**src/rtl/instr_encoder_pkg.sv**
```systemverilog
// Shared mnemonic ids, opcode/funct table and FSM state type for the
// instruction encoder and any matching decoder.
package instr_encoder_pkg;

  localparam logic [4:0] M_ADD   = 5'd0,  M_ADDU = 5'd1,  M_SUB  = 5'd2,  M_SUBU = 5'd3,
                         M_AND   = 5'd4,  M_OR   = 5'd5,  M_SLL  = 5'd6,  M_SRL  = 5'd7,
                         M_SLT   = 5'd8,  M_JR   = 5'd9,  M_ADDI = 5'd10, M_ADDIU = 5'd11,
                         M_ANDI  = 5'd12, M_ORI  = 5'd13, M_LW   = 5'd14, M_SW   = 5'd15,
                         M_BEQ   = 5'd16, M_BNE  = 5'd17, M_BGT  = 5'd18, M_BGTE = 5'd19,
                         M_BLE   = 5'd20, M_BLEQ = 5'd21, M_SLTI = 5'd22, M_J    = 5'd23,
                         M_JAL   = 5'd24;

  localparam logic [5:0] OP_RTYPE = 6'b000000, OP_ADDI = 6'b001000, OP_ADDIU = 6'b001001,
                         OP_ANDI  = 6'b001100, OP_ORI  = 6'b001101, OP_LW    = 6'b100011,
                         OP_SW    = 6'b101011, OP_BEQ  = 6'b000100, OP_BNE   = 6'b000101,
                         OP_BGT   = 6'b000111, OP_BGTE = 6'b000001, OP_BLE   = 6'b000011,
                         OP_BLEQ  = 6'b000110, OP_SLTI = 6'b001010, OP_J     = 6'b010100,
                         OP_JAL   = 6'b010101;

  localparam logic [5:0] FN_ADD = 6'b100000, FN_ADDU = 6'b100001, FN_SUB = 6'b100010,
                         FN_SUBU = 6'b100011, FN_AND = 6'b100100, FN_OR  = 6'b100101,
                         FN_SLL = 6'b000000, FN_SRL  = 6'b000010, FN_SLT = 6'b101010,
                         FN_JR  = 6'b001000;

  typedef enum logic [1:0] {
    S_IDLE  = 2'd0,
    S_RUN   = 2'd1,
    S_DRAIN = 2'd2
  } state_t;

  function automatic logic [31:0] rtype(input logic [5:0] fn, input logic [4:0] rs,
                                        input logic [4:0] rt, input logic [4:0] rd,
                                        input logic [4:0] sh);
    return {OP_RTYPE, rs, rt, rd, sh, fn};
  endfunction

  function automatic logic [31:0] itype(input logic [5:0] op, input logic [4:0] rs,
                                        input logic [4:0] rt, input logic [15:0] imm);
    return {op, rs, rt, imm};
  endfunction

  function automatic logic [31:0] jtype(input logic [5:0] op, input logic [25:0] tgt);
    return {op, tgt};
  endfunction

endpackage

```
**src/rtl/instr_encoder_pack.sv**
```systemverilog
// Combinational mnemonic-to-word packing; flags ids outside the table as illegal.
module instr_pack
  import instr_encoder_pkg::*;
(
  input  logic [4:0]  mnem,
  input  logic [4:0]  rs,
  input  logic [4:0]  rt,
  input  logic [4:0]  rd,
  input  logic [4:0]  shamt,
  input  logic [15:0] imm,
  input  logic [25:0] target,
  output logic [31:0] word,
  output logic        legal
);

  always_comb begin
    word  = '0;
    legal = 1'b1;
    case (mnem)
      M_ADD:   word = rtype(FN_ADD,  rs, rt, rd, 5'd0);
      M_ADDU:  word = rtype(FN_ADDU, rs, rt, rd, 5'd0);
      M_SUB:   word = rtype(FN_SUB,  rs, rt, rd, 5'd0);
      M_SUBU:  word = rtype(FN_SUBU, rs, rt, rd, 5'd0);
      M_AND:   word = rtype(FN_AND,  rs, rt, rd, 5'd0);
      M_OR:    word = rtype(FN_OR,   rs, rt, rd, 5'd0);
      M_SLL:   word = rtype(FN_SLL,  5'd0, rt, rd, shamt);
      M_SRL:   word = rtype(FN_SRL,  5'd0, rt, rd, shamt);
      M_SLT:   word = rtype(FN_SLT,  rs, rt, rd, 5'd0);
      M_JR:    word = rtype(FN_JR,   rs, 5'd0, 5'd0, 5'd0);
      M_ADDI:  word = itype(OP_ADDI,  rs, rt, imm);
      M_ADDIU: word = itype(OP_ADDIU, rs, rt, imm);
      M_ANDI:  word = itype(OP_ANDI,  rs, rt, imm);
      M_ORI:   word = itype(OP_ORI,   rs, rt, imm);
      M_LW:    word = itype(OP_LW,    rs, rt, imm);
      M_SW:    word = itype(OP_SW,    rs, rt, imm);
      M_BEQ:   word = itype(OP_BEQ,   rs, rt, imm);
      M_BNE:   word = itype(OP_BNE,   rs, rt, imm);
      M_BGT:   word = itype(OP_BGT,   rs, rt, imm);
      M_BGTE:  word = itype(OP_BGTE,  rs, rt, imm);
      M_BLE:   word = itype(OP_BLE,   rs, rt, imm);
      M_BLEQ:  word = itype(OP_BLEQ,  rs, rt, imm);
      M_SLTI:  word = itype(OP_SLTI,  rs, rt, imm);
      M_J:     word = jtype(OP_J,   target);
      M_JAL:   word = jtype(OP_JAL, target);
      default: legal = 1'b0;
    endcase
  end

endmodule

```
**src/rtl/instr_encoder.sv**
```systemverilog
// Streams encoded instruction words with sequential addresses through a
// single-entry output register; counts illegal requests per program.
//   state   | meaning
//   S_IDLE  | waiting for start
//   S_RUN   | accepting requests until one marked last
//   S_DRAIN | waiting for the final word to leave the output register
module instr_encoder
  import instr_encoder_pkg::*;
#(
  parameter int ADDR_W = 10,
  parameter int ERRC_W = 8
) (
  input  logic              clk,
  input  logic              rst,
  input  logic              start,
  input  logic [ADDR_W-1:0] base_addr,
  input  logic              in_valid,
  output logic              in_ready,
  input  logic [4:0]        in_mnem,
  input  logic [4:0]        in_rs,
  input  logic [4:0]        in_rt,
  input  logic [4:0]        in_rd,
  input  logic [4:0]        in_shamt,
  input  logic [15:0]       in_imm,
  input  logic [25:0]       in_target,
  input  logic              in_last,
  output logic              out_valid,
  input  logic              out_ready,
  output logic [31:0]       out_instr,
  output logic [ADDR_W-1:0] out_addr,
  output logic              err,
  output logic [ERRC_W-1:0] err_count,
  output logic              done,
  output logic              busy
);

  localparam logic [ADDR_W-1:0] ADDR_ONE = {{(ADDR_W-1){1'b0}}, 1'b1};
  localparam logic [ERRC_W-1:0] ERRC_ONE = {{(ERRC_W-1){1'b0}}, 1'b1};

  state_t            state;
  logic [ADDR_W-1:0] addr_cnt;
  logic [31:0]       word;
  logic              legal;
  logic              accept;

  instr_pack u_pack (
    .mnem   (in_mnem),
    .rs     (in_rs),
    .rt     (in_rt),
    .rd     (in_rd),
    .shamt  (in_shamt),
    .imm    (in_imm),
    .target (in_target),
    .word   (word),
    .legal  (legal)
  );

  // Ready whenever the output slot is empty or being drained this cycle.
  assign in_ready = (state == S_RUN) && (!out_valid || out_ready);
  assign accept   = in_valid && in_ready;
  assign busy     = (state != S_IDLE);

  always_ff @(posedge clk) begin
    if (rst) begin
      state     <= S_IDLE;
      out_valid <= 1'b0;
      out_instr <= '0;
      out_addr  <= '0;
      addr_cnt  <= '0;
      err       <= 1'b0;
      err_count <= '0;
      done      <= 1'b0;
    end else begin
      err  <= 1'b0;
      done <= 1'b0;
      if (out_valid && out_ready) out_valid <= 1'b0;
      // A new word overrides the clear above, giving back-to-back output.
      if (accept) begin
        if (legal) begin
          out_valid <= 1'b1;
          out_instr <= word;
          out_addr  <= addr_cnt;
          addr_cnt  <= addr_cnt + ADDR_ONE;
        end else begin
          err <= 1'b1;
          if (err_count != {ERRC_W{1'b1}}) err_count <= err_count + ERRC_ONE;
        end
      end
      case (state)
        S_IDLE: if (start) begin
          state     <= S_RUN;
          addr_cnt  <= base_addr;
          err_count <= '0;
        end
        S_RUN: if (accept && in_last) state <= S_DRAIN;
        S_DRAIN: if (!out_valid || out_ready) begin
          state <= S_IDLE;
          done  <= 1'b1;
        end
        default: state <= S_IDLE;
      endcase
    end
  end

endmodule

```
**config.mk**
```make
export PLATFORM = sky130hd
export DESIGN_NAME = instr_encoder
export DESIGN_NICKNAME = d
export VERILOG_FILES = /design/src/rtl/instr_encoder_pkg.sv /design/src/rtl/instr_encoder_pack.sv /design/src/rtl/instr_encoder.sv
export SDC_FILE = /design/constraint.sdc
export NUM_CORES = 1
export LEC_CHECK = 0
export BUFFER_PORTS_ARGS = -buffer_cell sky130_fd_sc_hd__buf_4
export CORE_ASPECT_RATIO = 2
export CORE_MARGIN = 10
export CORE_UTILIZATION = 49
export DETAILED_ROUTE_END_ITERATION = 10
export GPL_ROUTABILITY_DRIVEN = 0
export PLACE_DENSITY_LB_ADDON = 0.25
export SYNTH_ARGS = -nofsm -noshare
export SYNTH_HDL_FRONTEND = slang
export SYNTH_SLANG_ARGS = --single-unit
```
**constraint.sdc**
```tcl
create_clock -name clk -period 2.7 [get_ports clk]
set_input_delay 0.135 -clock clk [delete_from_list [all_inputs] [get_ports clk]]
set_output_delay 0.135 -clock clk [all_outputs]
set_load 0.01 [all_outputs]
```
[Word-level counts from Yosys, hierarchy flattened]
Index checks and enable logic that the tools add are counted.
Word-level totals
  input port bits: 83
  output and inout bits: 55
  logic and storage cells: 76
  flip-flop bits (word level): 65
Cells by class
  reduce and logical (&&, ||, !) cells: 14
  mux-type cells: 20
  add/sub/neg operators: 2
  bitwise logic cells: 2
  eq/ne operators: 30
Operators with widths (number)
  $pmux 32 s25: 1
  $eq 5x5->1 const B: 9
  $eq 5x4->1 const B: 8
  $mux 10: 4
  $mux 8: 5
  $reduce_or 25->1: 1
  $eq 5x3->1 const B: 4
  $add 10x1->10 const B: 1
  $eq 5x2->1 const B: 2
  $add 8x1->8 const B: 1
  $ne 8x8->1 const B: 1
  $mux 1: 6
  $mux 2: 3
  $pmux 2 s3: 1
  $eq 5x1->1 const B: 1
  $logic_not 5->1: 1
  $logic_and 1x1->1: 4
  $ne 2x2->1 const B: 2
  $reduce_or 2->1: 2
  $reduce_and 3->1: 1
  $eq 2x1->1 const B: 1
  $eq 2x2->1 const B: 1
  $logic_not 2->1: 1
  $ne 2x1->1 const B: 1
  5 further kinds: 6

[Logic depth before layout (Yosys ltp)]
  word-level depth: 7
  mapped depth: 6
  gate-level depth less buffers: 5

[Modules after synthesis]
A second synthesis with hierarchy kept.
Second synthesis, totals
  cells, all modules: 443
  area, all modules: 3437.0 µm²
Modules (own cells, without submodules)
  instr_encoder: instances 1, area an instance 2603.7 µm², cells an instance 321, seq. area each 1301.2 µm²
  instr_pack: instances 1, area an instance 833.3 µm², cells an instance 122, seq. area each 0.0 µm²

[Worst setup path before layout]
OpenSTA, ideal clock, no wires.
  path kind: reg-to-reg
  start point: register state[0]
  end point: register addr_cnt[8]
  data arrival time: 1776 ps
  path buffers: 0
  slack: 833 ps
  stages on the path, launching flop included: 5
  path through: dfxtp_1 > or2b_1 > or4_4 > or4_1 > a311oi_1
On the way
  longest elaborated chain between the ends: 6
  elaborated cells on any way between the ends: 7
RTL lines
  start: declaration: line instr_encoder.sv:40  | state_t state;
  start signal: assignment: line instr_encoder.sv:65  | state <= S_IDLE;
  start signal: assignment: line instr_encoder.sv:91  | state <= S_RUN;
  start signal: assignment: line instr_encoder.sv:95  | S_RUN: if (accept && in_last) state <= S_DRAIN;
  $eq 2x1->1: line instr_encoder.sv:59  | assign in_ready = (state == S_RUN) && (!out_valid || out_ready);
  $logic_and 1x1->1: line instr_encoder.sv:59
  $logic_and 1x1->1: line instr_encoder.sv:60  | assign accept = in_valid && in_ready;
  $mux 10: line instr_encoder.sv:78  | if (accept) begin
  $mux 10: line instr_encoder.sv:90  | S_IDLE: if (start) begin
  $mux 10 (*): line instr_encoder.sv:89  | case (state)
  end signal: assignment: line instr_encoder.sv:83  | addr_cnt <= addr_cnt + ADDR_ONE;
  end signal: assignment: line instr_encoder.sv:92  | addr_cnt <= base_addr;
  end: declaration: line instr_encoder.sv:41  | logic [ADDR_W-1:0] addr_cnt;
Every way passes the cells marked *; elsewhere a longest branch is shown, timed or not.
A chain may end at the register's enable or synchronous reset.

[Worst setup path after layout]
  start point: register state[0]
  end point: register err_count[4]
On the way
  longest elaborated chain between the ends: 6
  elaborated cells on any way between the ends: 7
RTL lines
  $eq 2x1->1: line instr_encoder.sv:59
  $logic_and 1x1->1: line instr_encoder.sv:59
  $logic_and 1x1->1: line instr_encoder.sv:60
  $mux 8: line instr_encoder.sv:78
  $mux 8: line instr_encoder.sv:90
  $mux 8 (*): line instr_encoder.sv:89
  end signal: assignment: line instr_encoder.sv:86  | if (err_count != {ERRC_W{1'b1}}) err_count <= err_count + ERRC_ONE;
  end: declaration: line instr_encoder.sv:32  | output logic [ERRC_W-1:0] err_count,
Marks and branches as above.

==> results.sh <==
export IMPL_outcome="finished clean"
export IMPL_post_cts_setup_buffers=0
export IMPL_grt_pass1_wl_mm=18.4
export IMPL_finalSetupTns_ps=0
export IMPL_crit_fanout=14
export IMPL_routedWlPerCell_um=17.7
export IMPL_regArea_um2=1300
export IMPL_syn_area_per_cell_um2=7.90
export IMPL_endpoint_kind="flop"
export IMPL_design_core_area_um2=6890
export IMPL_clock_fmax_ghz=0.486
export IMPL_grt_overflow_total=0
export IMPL_postRouteAntennaNets=0
export IMPL_cts_htree_levels=3
export IMPL_fin_worst_skew_ps=4.33
export IMPL_vias=3854
export IMPL_synth_sequential_area_ratio=0.378
export IMPL_power_leakage_nw=1.92
export IMPL_slew_headroom=0.460
export IMPL_crit_type="flop to flop"
export IMPL_synth_common_cells="65 x dfxtp_1, 57 x nor2_1, 44 x nand2_1"
export IMPL_tightest_slew_ps=810
export IMPL_ios=138
export IMPL_die_area_um2=11000
export IMPL_whs_path_depth=3
export IMPL_num_fill_cells=611
export IMPL_synth_edf_count=0
export IMPL_synth_main_ff_cell="dfxtp_1"
export IMPL_grt_pass1_vias=3847
export IMPL_post_route_drc_count=0
export IMPL_grt_max_degree=65
export IMPL_antenna_cells=0
export IMPL_period_share=0.762
export IMPL_finalSetupViolCount=0
export IMPL_period_needed_ps=2060
export IMPL_rsz0062_at_grt="no"
export IMPL_syn_cell_area_um2=3440
export IMPL_clkTransAtPathRegs_ps=50
export IMPL_r2r_cells=4
export IMPL_crit_arrival_ps=2310
export IMPL_dpl_cell_area_um2=4480
export IMPL_yosysUniqueCellTypes=55
export IMPL_power_mw=2.67
export IMPL_power_density_nw_per_um2=558
export IMPL_hp_class="primary input to flop"
export IMPL_layout_drive_gt1_share=0.300
export IMPL_dr_pass1_iters=5
export IMPL_ys_warnings_count=0
export IMPL_cts_hold_buf=0
export IMPL_utilization=0.695
export IMPL_design_area_um2=4790
export IMPL_syn_inst=436
export IMPL_post_cts_resized=0
export IMPL_start_util=0.500
export IMPL_cts_buffers=9
export IMPL_yosysMostFrequentCell="dfxtp_1"
export IMPL_die_h_um=139
export IMPL_clk_latency_ps=330
export IMPL_worst_hold_slack_ps=18.2
export IMPL_drt_iter0_drc=244
export IMPL_clockBufferDepth=2
export IMPL_hold_viol=0
export IMPL_synth_area_leaders="dfxtp_1 38%, nor2_1 6.2%, a211oi_1 5.2%, nand2_1 4.8%, a21oi_1 4.2%"
export IMPL_cts_sinks=65
export IMPL_multi_input_area_um2=1980
export IMPL_cap_violations=0
export IMPL_viasPerCell=5.97
export IMPL_ir_drop_uv=332
export IMPL_cts_root_buf="clkbuf_16"
export IMPL_critPathRequiredTime_ps=2960
export IMPL_critPathLaunchType="flop"
export IMPL_track_usage=0.204
export IMPL_synth_fp_nets=521
export IMPL_ys_ff_latch=65
export IMPL_ys_async_sr_fraction=0
export IMPL_synth_top_area_cell="dfxtp_1"
export IMPL_cts_tree="done"
export IMPL_drv_slew=0
export IMPL_port_buffers=137
export IMPL_synth_top_area_frac=0.378
export IMPL_row_count=43
export IMPL_antenna_found_initial=0
export IMPL_dpl_hpwl_mm=8.59
export IMPL_routed_wl_mm=11.4
export IMPL_chipWidth_um=79.3
export IMPL_nets=636
export IMPL_areaGrowthSynthToFinish_pct=39.0
## layout make-up
class / instances / area share
clock buffer: 11 / 0.0528
sequential: 65 / 0.272
tap: 90 / 0.0235
multi-input combinational: 327 / 0.413
clock inverter: 5 / 0.0112
timing repair buffer: 143 / 0.224
inverter: 5 / 0.00392
## flip-flops by register name (all words and copies together), names as in the netlist
register,cells
addr_cnt,10
done,1
err,1
err_count,8
out_addr,10
out_instr,32
out_valid,1
state,2
## worst paths after layout
| path | from | to | slack (ps) |
|---|---|---|---|
| max | state[0]$_SDFFE_PP0P_ | err_count[4]$_SDFF_PP0_ | 640 |
| max reg2reg | state[0]$_SDFFE_PP0P_ | err_count[4]$_SDFF_PP0_ | 640 |
| min reg2reg | out_instr[30]$_SDFFE_PP0P_ | out_instr[30]$_SDFFE_PP0P_ | 460 |
| min | base_addr[7] | addr_cnt[7]$_SDFF_PP0_ | 20 |
## power by group
part / switching (mW) / internal, mW
registers: 0.0419 / 1.01
logic: 0.226 / 0.211
clock network: 0.421 / 0.761
total: 0.689 / 1.98
## stage by stage
stage               setup WS, ps  std cells
global route                 416        646
global placement             591        630
finish                       643        646
CTS                          651        646
detailed placement           557        630
floorplan                    833        436
## worst max-delay path: stages (launching register included)
cell and delay [ps]:
dfxtp_1 420, nor2b_1 300, nand4_1 470, or4_1 650, a21oi_1 140
## cell families (layout without fill, tap and decap cells)
logic type               Yosys count  after routing  share of synthesized area
adder cells (fa/ha/maj)            3              3                     0.0102
flip-flops                        65             65                      0.378
XOR/XNOR                           1              1                    0.00254
multiplexers                       3              3                    0.00872
AND/OR/NAND/NOR                  189            189                      0.275
AO/OA/AOI/OAI                    131            131                      0.276
buffers and inverters             44            164                     0.0490
## per-layer routing
layer | share of wire | vias to the layer above | global-route usage
met4 | 0.037 | 0 | 0.104
li1 | - | 1877 | -
met5 | 0 | - | 0
met1 | 0.34 | 1823 | 0.194
met3 | 0.064 | 24 | 0.0623
met2 | 0.56 | 130 | 0.371
## cell usage in the layout, fill, tap and decap left out, drive strengths merged, types with 2 or more instances in the layout
master / synthesis / routed
clkbuf: 36 / 11
nor3b: 3 / 3
or4: 8 / 8
o31ai: 7 / 7
or2: 2 / 2
o311ai: 2 / 2
a21boi: 2 / 2
nand3: 11 / 11
a32oi: 7 / 7
o311a: 6 / 6
nand3b: 3 / 3
and4: 4 / 4
nand2: 44 / 44
o22ai: 3 / 3
buf: 3 / 143
mux2i: 3 / 3
o32ai: 2 / 2
o2111ai: 6 / 6
a2111oi: 2 / 2
a21oi: 30 / 30
nor3: 15 / 15
inv: 5 / 5
a311oi: 4 / 4
or3: 5 / 5
nand4: 6 / 6
nor4: 3 / 3
and2: 2 / 2
nor2: 57 / 57
dfxtp: 65 / 65
nand2b: 9 / 9
a211oi: 24 / 24
nor4b: 3 / 3
nor2b: 9 / 9
clkinv: 0 / 4
a221oi: 13 / 13
ha: 2 / 2
a22oi: 2 / 2
o211ai: 2 / 2
o21ai: 11 / 11
Power figures use the tool's default switching activity.
